<file path="config.mk">
export PLATFORM = sky130hd
export DESIGN_NAME = interconnect_4w4r
export DESIGN_NICKNAME = d
export VERILOG_FILES = /design/src/rtl/interconnect_4w4r.sv
export SDC_FILE = /design/constraint.sdc
export NUM_CORES = 1
export LEC_CHECK = 0
export BUFFER_PORTS_ARGS = -buffer_cell sky130_fd_sc_hd__clkbuf_2
export CELL_PAD_IN_SITES_DETAIL_PLACEMENT = 1
export CELL_PAD_IN_SITES_GLOBAL_PLACEMENT = 1
export CORE_AREA = 2 2 261 263
export DETAILED_ROUTE_END_ITERATION = 8
export DIE_AREA = 0 0 263 265
export PLACE_DENSITY_LB_ADDON = 0.12
export SYNTH_ARGS = -nofsm -noshare
export SYNTH_HDL_FRONTEND = slang
export SYNTH_SLANG_ARGS = --single-unit
export TNS_END_PERCENT = 1
</file>
<file path="constraint.sdc">
create_clock -name iClk -period 3.4 [get_ports iClk]
set_input_delay 0.17 -clock iClk [delete_from_list [all_inputs] [get_ports iClk]]
set_output_delay 0.17 -clock iClk [all_outputs]
set_load 0.005 [all_outputs]
</file>
<file path="src/rtl/interconnect_4w4r.sv">
// interconnect_4w4r: 4-master x 4-slave crossbar, one round-robin arbiter per slave port
// Ports:
//   iClk, iRst_n                 clock (rising edge), asynchronous active-low reset
//   iMst{m}Req/Cmd/Addr/Sel/WData master m request; Addr[1:0] selects the slave (m = 0..3)
//   oMst{m}Ack/RData             master m completion pulse and read data (0 while ungranted)
//   oSlv{s}Req/Cmd/Addr/Sel/WData slave s request; Addr is the master address shifted right by 2
//   iSlv{s}Ack/RData             slave s completion pulse and read data (ignored while idle)
module interconnect_4w4r #(
  parameter int CMD_W = 1,
  parameter int AW = 12,
  parameter int DW = 32,
  parameter int SW = 4
) (
  input  logic iClk,
  input  logic iRst_n,
  input  logic iMst0Req,
  input  logic [CMD_W-1:0] iMst0Cmd,
  input  logic [AW-1:0] iMst0Addr,
  input  logic [SW-1:0] iMst0Sel,
  input  logic [DW-1:0] iMst0WData,
  output logic oMst0Ack,
  output logic [DW-1:0] oMst0RData,
  input  logic iMst1Req,
  input  logic [CMD_W-1:0] iMst1Cmd,
  input  logic [AW-1:0] iMst1Addr,
  input  logic [SW-1:0] iMst1Sel,
  input  logic [DW-1:0] iMst1WData,
  output logic oMst1Ack,
  output logic [DW-1:0] oMst1RData,
  input  logic iMst2Req,
  input  logic [CMD_W-1:0] iMst2Cmd,
  input  logic [AW-1:0] iMst2Addr,
  input  logic [SW-1:0] iMst2Sel,
  input  logic [DW-1:0] iMst2WData,
  output logic oMst2Ack,
  output logic [DW-1:0] oMst2RData,
  input  logic iMst3Req,
  input  logic [CMD_W-1:0] iMst3Cmd,
  input  logic [AW-1:0] iMst3Addr,
  input  logic [SW-1:0] iMst3Sel,
  input  logic [DW-1:0] iMst3WData,
  output logic oMst3Ack,
  output logic [DW-1:0] oMst3RData,
  output logic oSlv0Req,
  output logic [CMD_W-1:0] oSlv0Cmd,
  output logic [AW-1:0] oSlv0Addr,
  output logic [SW-1:0] oSlv0Sel,
  output logic [DW-1:0] oSlv0WData,
  input  logic iSlv0Ack,
  input  logic [DW-1:0] iSlv0RData,
  output logic oSlv1Req,
  output logic [CMD_W-1:0] oSlv1Cmd,
  output logic [AW-1:0] oSlv1Addr,
  output logic [SW-1:0] oSlv1Sel,
  output logic [DW-1:0] oSlv1WData,
  input  logic iSlv1Ack,
  input  logic [DW-1:0] iSlv1RData,
  output logic oSlv2Req,
  output logic [CMD_W-1:0] oSlv2Cmd,
  output logic [AW-1:0] oSlv2Addr,
  output logic [SW-1:0] oSlv2Sel,
  output logic [DW-1:0] oSlv2WData,
  input  logic iSlv2Ack,
  input  logic [DW-1:0] iSlv2RData,
  output logic oSlv3Req,
  output logic [CMD_W-1:0] oSlv3Cmd,
  output logic [AW-1:0] oSlv3Addr,
  output logic [SW-1:0] oSlv3Sel,
  output logic [DW-1:0] oSlv3WData,
  input  logic iSlv3Ack,
  input  logic [DW-1:0] iSlv3RData
);
  typedef enum logic {IDLE, GRANTED} arbState_t;
  logic [3:0] mReq, mAck, sReq, sAck, slvLive;
  logic [CMD_W-1:0] mCmd [4], sCmd [4];
  logic [AW-1:0] mAddr [4], sAddr [4];
  logic [SW-1:0] mSel [4], sSel [4];
  logic [DW-1:0] mWData [4], sWData [4], mRData [4], sRData [4];
  logic [1:0] slvGnt [4];
  assign mReq = {iMst3Req, iMst2Req, iMst1Req, iMst0Req};
  assign mCmd = '{iMst0Cmd, iMst1Cmd, iMst2Cmd, iMst3Cmd};
  assign mAddr = '{iMst0Addr, iMst1Addr, iMst2Addr, iMst3Addr};
  assign mSel = '{iMst0Sel, iMst1Sel, iMst2Sel, iMst3Sel};
  assign mWData = '{iMst0WData, iMst1WData, iMst2WData, iMst3WData};
  assign sAck = {iSlv3Ack, iSlv2Ack, iSlv1Ack, iSlv0Ack};
  assign sRData = '{iSlv0RData, iSlv1RData, iSlv2RData, iSlv3RData};
  for (genvar s = 0; s < 4; s++) begin : gSlv
    arbState_t state, stateNext;
    logic [1:0] gnt, gntNext, ptr, ptrNext;
    logic [3:0] hit;
    always_comb for (int m = 0; m < 4; m++) hit[m] = mReq[m] && mAddr[m][1:0] == 2'(s);
    always_ff @(posedge iClk or negedge iRst_n)
      if (!iRst_n) begin
        state <= IDLE;
        gnt <= '0;
        ptr <= '0;
      end else begin
        state <= stateNext;
        gnt <= gntNext;
        ptr <= ptrNext;
      end
    // ptr holds the master after the last grant; scanning offsets downward lets the
    // requester nearest to ptr win. Leaving GRANTED always costs an idle cycle.
    always_comb begin
      stateNext = state;
      gntNext = gnt;
      ptrNext = ptr;
      if (state == IDLE) begin
        for (int i = 3; i >= 0; i--) if (hit[ptr + 2'(i)]) gntNext = ptr + 2'(i);
        if (|hit) begin
          stateNext = GRANTED;
          ptrNext = gntNext + 2'd1;
        end
      end else if (sAck[s] || !hit[gnt]) stateNext = IDLE;
    end
    // Live only while the granted master still requests and still decodes to this slave.
    assign slvLive[s] = state == GRANTED && hit[gnt];
    assign slvGnt[s] = gnt;
    assign sReq[s] = slvLive[s];
    assign sCmd[s] = state == GRANTED ? mCmd[gnt] : '0;
    assign sAddr[s] = state == GRANTED ? {2'b00, mAddr[gnt][AW-1:2]} : '0;
    assign sSel[s] = state == GRANTED ? mSel[gnt] : '0;
    assign sWData[s] = state == GRANTED ? mWData[gnt] : '0;
  end
  always_comb begin
    mAck = '0;
    for (int m = 0; m < 4; m++) mRData[m] = '0;
    for (int s = 0; s < 4; s++)
      if (slvLive[s]) begin
        mAck[slvGnt[s]] = sAck[s];
        mRData[slvGnt[s]] = sRData[s];
      end
  end
  assign {oMst3Ack, oMst2Ack, oMst1Ack, oMst0Ack} = mAck;
  assign oMst0RData = mRData[0];
  assign oMst1RData = mRData[1];
  assign oMst2RData = mRData[2];
  assign oMst3RData = mRData[3];
  assign {oSlv3Req, oSlv2Req, oSlv1Req, oSlv0Req} = sReq;
  assign oSlv0Cmd = sCmd[0];
  assign oSlv1Cmd = sCmd[1];
  assign oSlv2Cmd = sCmd[2];
  assign oSlv3Cmd = sCmd[3];
  assign oSlv0Addr = sAddr[0];
  assign oSlv1Addr = sAddr[1];
  assign oSlv2Addr = sAddr[2];
  assign oSlv3Addr = sAddr[3];
  assign oSlv0Sel = sSel[0];
  assign oSlv1Sel = sSel[1];
  assign oSlv2Sel = sSel[2];
  assign oSlv3Sel = sSel[3];
  assign oSlv0WData = sWData[0];
  assign oSlv1WData = sWData[1];
  assign oSlv2WData = sWData[2];
  assign oSlv3WData = sWData[3];
endmodule

</file>
# Word-level counts from Yosys, hierarchy flattened

Cells that the tools add are included.

Magnitude comparators: 32
Multiplexer cells: 166
Equality and inequality tests: 12
Bitwise logic cells: 10
$add $sub $neg: 16
Reduce and logical (&&, ||, !) cells: 48

Operators by type and width:

| cell                  | number |
|---|---|
| $mux W128             | 4 |
| $mux W32              | 16 |
| $bwmux W128           | 3 |
| $bmux W32 S2          | 4 |
| $demux W32 S2         | 4 |
| $and A128 B128 Y128   | 1 |
| $bmux W12 S2          | 4 |
| $mux W12              | 8 |
| $mux W4               | 16 |
| $lt A2 B3 Y1 const B  | 20 |
| $bmux W1 S2           | 24 |
| $mux W1               | 48 |
| $mux W10              | 4 |
| $mux W2               | 20 |
| $bmux W4 S2           | 4 |
| $logic_and A1 B1 Y1   | 28 |
| $add A2 B1 Y2 const B | 8 |
| $add A2 B2 Y2 const B | 8 |
| $eq A2 B2 Y1 const B  | 8 |
| $reduce_or A4 Y1      | 4 |
| $bwmux W4             | 3 |
| $ge A3 B3 Y1 const B  | 4 |
| $lt A3 B1 Y1 const B  | 4 |
| $not A2 Y3            | 4 |
| other kinds (9)       | 33 |

Output and inout port bits: 332
Register bits: 20
Word-level logic and storage cells: 296
Bits of input ports: 334

# Longest topological paths before layout

Gate-level depths: netlist of run 1.

Depth after elaboration: 13
Depth in mapped cells: 8
Depth with buffers taken out: 6

# Worst setup path after synthesis of run 1

Ideal clock, no wire load.

Path type: reg2out
Start point: register gSlv[1].gnt[0]
End point: output oSlv1WData[22]
Path slack: 1.537 ns
Required time: 3.230 ns
Cell stages (with the launch flop): 6
Buffers on the path: 3
Arrival: 1.693 ns
Path through: dfrtp_1 > buf_2 > buf_2 > buf_2 > mux4_2 > and2_1

Word-level cells in the longest chain between the ends: 5

RTL lines:

| what                                        | RTL line | source |
|---|---|---|
| start, declared                             | 89       | `logic [1:0] gnt, gntNext, ptr, ptrNext;` |
| start signal, assigned                      | 99       | `gnt <= gntNext;` |
| $not A2 Y3 (implied by the code)            | 123      | `assign sWData[s] = state == GRANTED ? mWData[gnt] : '0;` |
| $bmux W32 S2                                | 123      |  |
| $mux W32 (implied by the code) (2 in a row) | 123      |  |
| $mux W32                                    | 123      |  |
| end, declared                               | 55       | `output logic [DW-1:0] oSlv1WData,` |

Every way passes these cells. The select of a mux whose other input is x is not followed.

# Worst setup path in the final report of run 1

Start point: register gSlv[0].gnt[0]
End point: output oMst2RData[17]

Word-level cells in the longest chain between the ends: 13
Elaborated cells between the ends (all ways): 17
Classes of those cells: order compare: 2; mux: 11; bitwise: 2; reduce/logical: 2

RTL lines:

| what                                                               | RTL line | source |
|---|---|---|
| start, declared                                                    | 89       |  |
| start signal, assigned                                             | 99       |  |
| $not A2 Y3 (implied by the code)                                   | 131      | `mRData[slvGnt[s]] = sRData[s];` |
| $ge A3 B3 Y1 (implied by the code) or $lt A3 B1 Y1 (tied branches) | 131      |  |
| $logic_and A1 B1 Y1 (implied by the code)                          | 131      |  |
| $mux W32 (implied by the code)                                     | 131      |  |
| $demux W32 S2                                                      | 131      |  |
| $and A128 B128 Y128 (no source line)                               | -        |  |
| $mux W128 *                                                        | 129      | `if (slvLive[s]) begin` |
| $bwmux W128                                                        | 131      |  |
| $mux W128 *                                                        | 129      |  |
| $bwmux W128                                                        | 131      |  |
| $mux W128 *                                                        | 129      |  |
| $bwmux W128                                                        | 131      |  |
| $mux W128 *                                                        | 129      |  |
| end, declared                                                      | 36       | `output logic [DW-1:0] oMst2RData,` |

Every way passes the cells marked *; elsewhere a longest branch is shown, timed or not. The select of a mux whose other input is x is not followed.

==> metrics, run 1 <==
first-pass GRT wire length 103 mm; post-synthesis sequential area ratio about 4.8%; Setup Fix Bufs, Post-CTS 0; total gr overflow 0; initial core utilization between 15 and 20%; Crit path buffers/inverters 2; vias per inst 5.20; #FFs+latches synth 20; critical path class flop to primary output; clk root buf clkbuf_16; worst min-delay path class input port to flop; WL per Instance around 28 um; fmax 0.379 GHz; mapped cell area approximately 10,000 um^2; Pleak between 0.006 and 0.007 uW; Area Growth Syn to Fin 41.1%; CTS tree done; Core Area 66,800 um^2; Post-Syn Instances between 1,000 and 1,500; min Tclk post-route around 2.6 ns; slew of the pin with the lowest slew margin approximately 0.97 ns; Layout Nets around 2,000; HPWL after detailed placement between 50 and 60 mm; ys flop type dfrtp_1; port buffer count about 660; max-cap viol count 0; vias in the first global route roughly 14,000; CP Cell Sequence nor3_4 > buf_4 > a222oi_1 > a21oi_1 > clkbuf_2; setup_tns 0 ns; syn avg cell area ~9.1 um^2; Final Skew approximately 0.0012 ns; Chip Width approximately 260 um; status finished clean; total routed wirelength about 72 mm; Finish-stage setup viols 0; Pwr Total approximately 7300 uW; htree depth 1; crit path DAT roughly 2.5 ns; Max clock buf depth 2; delay-heaviest family, CP flip-flops; CTS buffer count 3; commonest cells after routing, fill and taps aside clkbuf_2, mux4_2, and2_1; GRT Overall Usage just under 20%; design area 14,700 um^2; drt drc 0; crit end category primary output; IO Pins roughly 670; largest net degree at the start of global routing 66; critical-path maximum fanout 33; max-slew violation count 0; Post-DRT Antenna Nets 0; slowest stage delay, CP 0.71 ns; initial antenna violation count 10; layout cells sized above 1 between 50% and 60%; synthesis warning total 0; hold slack approximately 0.15 ns; Slowest cell on crit path dfrtp_4; DP Area between 10,000 and 15,000 um^2; pwr/cell area between 400 and 500 nW/um^2; EDFF count, synth 0; CTS Sinks 20; startpoint types flop; clock latency on the worst-skew pair roughly 0.27 ns; DR iter-0 viols between 1,000 and 1,500; worst path required time ~3.2 ns; post-synth cell types between 60 and 70; final hold violations 0; CTS resizes 0; relative slew slack a little over a third; ys async rst share 100%; gpl congestion roughly 0.84; Max VDD drop approximately 340 uV; Die Y 265 um; RSZ-0062 raised after global routing false; Worst-path clk slew 0.07 ns; commonest non-fill, non-tap cell in the layout clkbuf_2; die area 69,700 um^2; drt first pass iters 9; final period utilization roughly 78%; Core Rows between 90 and 100; via count around 13,000
==> cell usage after synthesis (5+ instances only) <==
master | instances | area, um^2
nand3b_1 | 10 | 75.1
a222oi_1 | 96 | 961
buf_1 | 5 | 18.8
nor2_1 | 110 | 413
clkbuf_1 | 78 | 293
and3b_1 | 6 | 52.6
nand2_1 | 55 | 206
inv_1 | 12 | 45.0
buf_2 | 56 | 280
a22oi_1 | 68 | 510
nand3_1 | 13 | 65.1
buf_4 | 10 | 75.1
and2_1 | 190 | 1190
nor3_1 | 12 | 60.1
and3_1 | 5 | 31.3
mux4_2 | 192 | 4320
dfrtp_1 | 20 | 500
o21ai_0 | 12 | 60.1
a21oi_1 | 114 | 571
==> state kept, by name, indices dropped and copies added, names as in the netlist <==
| name | cells |
|---|---|
| gSlv.state | 4 |
| gSlv.gnt | 8 |
| gSlv.ptr | 8 |
==> metal layers <==
layer | vias up | wire length, um | GRT usage [%]
met1 | 6962 | 28100 | 23.4
li1 | 5780 | - | -
met2 | 599 | 37800 | 36.3
met3 | 39 | 5480 | 4.37
met4 | 4 | 767 | 3.43
met5 | - | 33 | 0
==> stage by stage <==
| stage | cells | setup slack (ns) | util, % |
|---|---|---|---|
| CTS | 2566 | 0.776 | 22.0 |
| floorplan | 1148 | 1.54 | - |
| detailed placement | 2561 | 1.04 | 21.8 |
| global route | 2572 | 0.682 | 22.0 |
| finish | 2573 | 0.765 | 22.0 |
| global placement | 2561 | 1.06 | 21.8 |
==> cells by family (layout without fill, tap and decap cells) <==
group / count (synthesis) / count (layout) / share of synthesized area (%)
adders and majority gates: 2 / 2 / 0.204
and+or+nand+nor: 423 / 423 / 22.1
other: 1 / 15 / 0.0360
DFF: 20 / 20 / 4.81
muxes: 198 / 198 / 42.1
AOI/OAI and AO/OA: 334 / 334 / 23.8
buffers and inverters: 161 / 706 / 6.84
xor gates and xnor gates: 2 / 2 / 0.168
==> layout make-up <==
class | instances | area (um^2)
clock buffers | 4 | 88.8
fillers | 8014 | 52100
diodes | 7 | 17.5
inverters | 12 | 45.0
well taps | 873 | 1090
multi-input cells | 967 | 9290
flip-flops and latches | 20 | 526
repair buffers | 690 | 3640
==> what timing repair did <==
action / in CTS / in global routing
endpoints found under the hold margin: 20 / 0
endpoints found under the setup margin: 0 / 0
hold buffers: 1 / 0
==> power by group <==
part	switching, uW	internal (uW)
Combinational	3070	3210
Clock	117	181
Sequential	317	358
Total	3510	3750
==> path summary, 6_finish.rpt <==
kind	startpoint	to	slack (ns)	cells past startpoint
worst max register to register	gSlv[3].gnt[1]	gSlv[3].ptr[1]	1.19	6
worst min-delay path	iSlv3Ack	gSlv[3].state	0.15	2
min in group asynchronous	iRst_n	gSlv[1].ptr[1]	0.48	2
max in group asynchronous	iRst_n	gSlv[3].gnt[0]	2.43	2
worst min register to register	gSlv[0].state	gSlv[0].gnt[0]	0.58	1
worst max-delay path	gSlv[0].gnt[0]	oMst2RData[17]	0.76	5
Note: power is estimated with default switching activity, not from simulation.
==> run 2: changes to the inputs <==
- CORE_AREA: 2 2 261 263 -> 2 2 257 259
- DIE_AREA: 0 0 263 265 -> 0 0 259 261
- clock period: 3.4 -> 2.8 ns (I/O delays scaled with it)
==> run 2 against run 1 <==
  * Clock power is 42% higher
  * Sequential cell count stayed put
  * Non-clock buffer count is 2 higher
  * Critical path depth is 1 lower
  * Wire length is 0.32% higher
  * Cell count is 0.31% lower
  * Critical endpoint is now oMst2RData[0]
==> metrics, run 2 (same netlist as run 1, synthesis figures left out) <==
worst min-delay path class input port to flop; vias in the first global route between 10,000 and 15,000; total gr overflow 0; worst path required time between 2 and 3 ns; largest net degree at the start of global routing 65; max-slew violation count 0; first-pass GRT wire length around 100 mm; Layout Cells excl Fill ~2,600; relative slew slack approximately two fifths; Worst-path clk slew around 0.070 ns; biggest regs gSlv.gnt (8), gSlv.ptr (8), gSlv.state (4); DR iter-0 viols 1,248; Max VDD drop between 300 and 400 uV; status finished clean; GRT Overall Usage between 20% and 30%; r2r startpoint gSlv[1].ptr[1]; pwr/cell area between 500 and 600 nW/um^2; CTS Sinks 20; vias per inst about 5.2; port buffer count 657; die area 67,600 um^2; WL per Instance 28.2 um; Die Y between 200 and 300 um; Slowest cell on crit path dfrtp_4; Core Area 65,000 um^2; final period utilization ~87%; htree depth 1; Core Rows 94; initial core utilization between 10% and 20%; IO Pins 666; max-cap viol count 0; total routed wirelength approximately 72 mm; RSZ-0062 raised after global routing false; clk root buf clkbuf_16; crit path DAT approximately 2.3 ns; startpoint types flop; CTS resizes 0; critical path class flop to primary output; Chip Width ~260 um; slew of the pin with the lowest slew margin 0.899 ns; via count around 13,000; CP Cell Sequence or3_2 > buf_4 > a21oi_1 > clkbuf_2; filler cell count in the final layout about 7,800; crit path from gSlv[3].gnt[0]; clock latency on the worst-skew pair around 0.27 ns; min Tclk post-route roughly 2.4 ns; crit end category primary output; min-delay src iSlv3Ack; setup_tns 0 ns; drt first pass iters 7; CTS tree done; final hold violations 0; dpl cells 2,554; Pleak approximately 0.0065 uW; HPWL after detailed placement around 55 mm; Final Skew around 0.0056 ns; Area Growth Syn to Fin 42.3%; Layout Nets about 2,000; slowest stage delay, CP 0.62 ns; commonest non-fill, non-tap cell in the layout clkbuf_2; Finish-stage setup viols 0; Post-DRT Antenna Nets 0; drt drc 0; initial antenna violation count 14; critical-path maximum fanout 64; commonest cells after routing, fill and taps aside clkbuf_2, mux4_2, and2_1; gpl congestion roughly 0.85; Max clock buf depth 2; layout cells sized above 1 54.6%; fmax roughly 0.41 GHz; CTS buffer count 3
[run 2: cell types whose count changed in the layout (fill, tap and decap cells not counted)]
cell,previous run,this run
diode_2,7,6
bufinv_16,0,1
clkbuf_8,1,0
buf_12,8,17
buf_4,24,17
[run 2: area by class of cell]
cell class	instances	area, um^2	share of cell area, %
inverters	12	45.0	0.304
clock inverters	1	30.0	0.203
diodes	6	15.0	0.101
multi-input cells	967	9290	62.6
clock buffers	3	75.1	0.506
repair buffers	692	3770	25.4
flip-flops and latches	20	526	3.55
well taps	864	1080	7.29
[run 2: layer usage]
layer / up-vias / global-route usage, % / share of wire (%)
li1: 5789 / - / -
met1: 6934 / 24.0 / 38
met2: 609 / 36.8 / 52
met3: 76 / 4.83 / 7.8
met4: 16 / 4.61 / 1.9
met5: - / 0 / 0.13
[run 2: stage by stage]
step	worst slack, ns	hold WS (ns)	utilization [%]	power [uW]	instance area, um^2
final	0.359	0.187	22.8	8820	14800
after global placement	0.566	0.208	22.6	8530	14700
after floorplan	0.967	-0.156	-	5690	10400
after global routing	0.208	0.174	22.8	9520	14800
after detailed placement	0.579	0.208	22.6	8560	14700
after CTS	0.278	0.180	22.8	9010	14800
[run 2: final timing paths]
check | to | slack, ns | cells after the start
worst max-delay path | oMst2RData[0] | 0.36 | 4
worst min-delay path | gSlv[3].state | 0.19 | 2
worst max register to register | gSlv[1].ptr[1] | 0.93 | 6
worst min register to register | gSlv[1].gnt[1] | 0.49 | 1
max in group asynchronous | gSlv[3].gnt[0] | 1.84 | 2
min in group asynchronous | gSlv[1].gnt[0] | 0.46 | 2
[run 2: power by group]
part | leakage (uW) | total (uW) | switching (uW) | internal (uW)
clock network | 0.0000511 | 423 | 138 | 285
logic | 0.00627 | 7490 | 3570 | 3920
registers | 0.000222 | 912 | 479 | 434
[run 2: what timing repair did]
item / CTS / global route
buffers inserted: 0 / 0
endpoints found under the setup margin: 0 / 0
hold buffers: 1 / 0
endpoints found under the hold margin: 20 / 0
[run 2: critical path, delay by kind of cell, from the launching register on]
family,cells,cell delay (ns)
simple gates,1,0.53
buf+inv,2,0.49
flops,1,0.62
compound gates,1,0.31
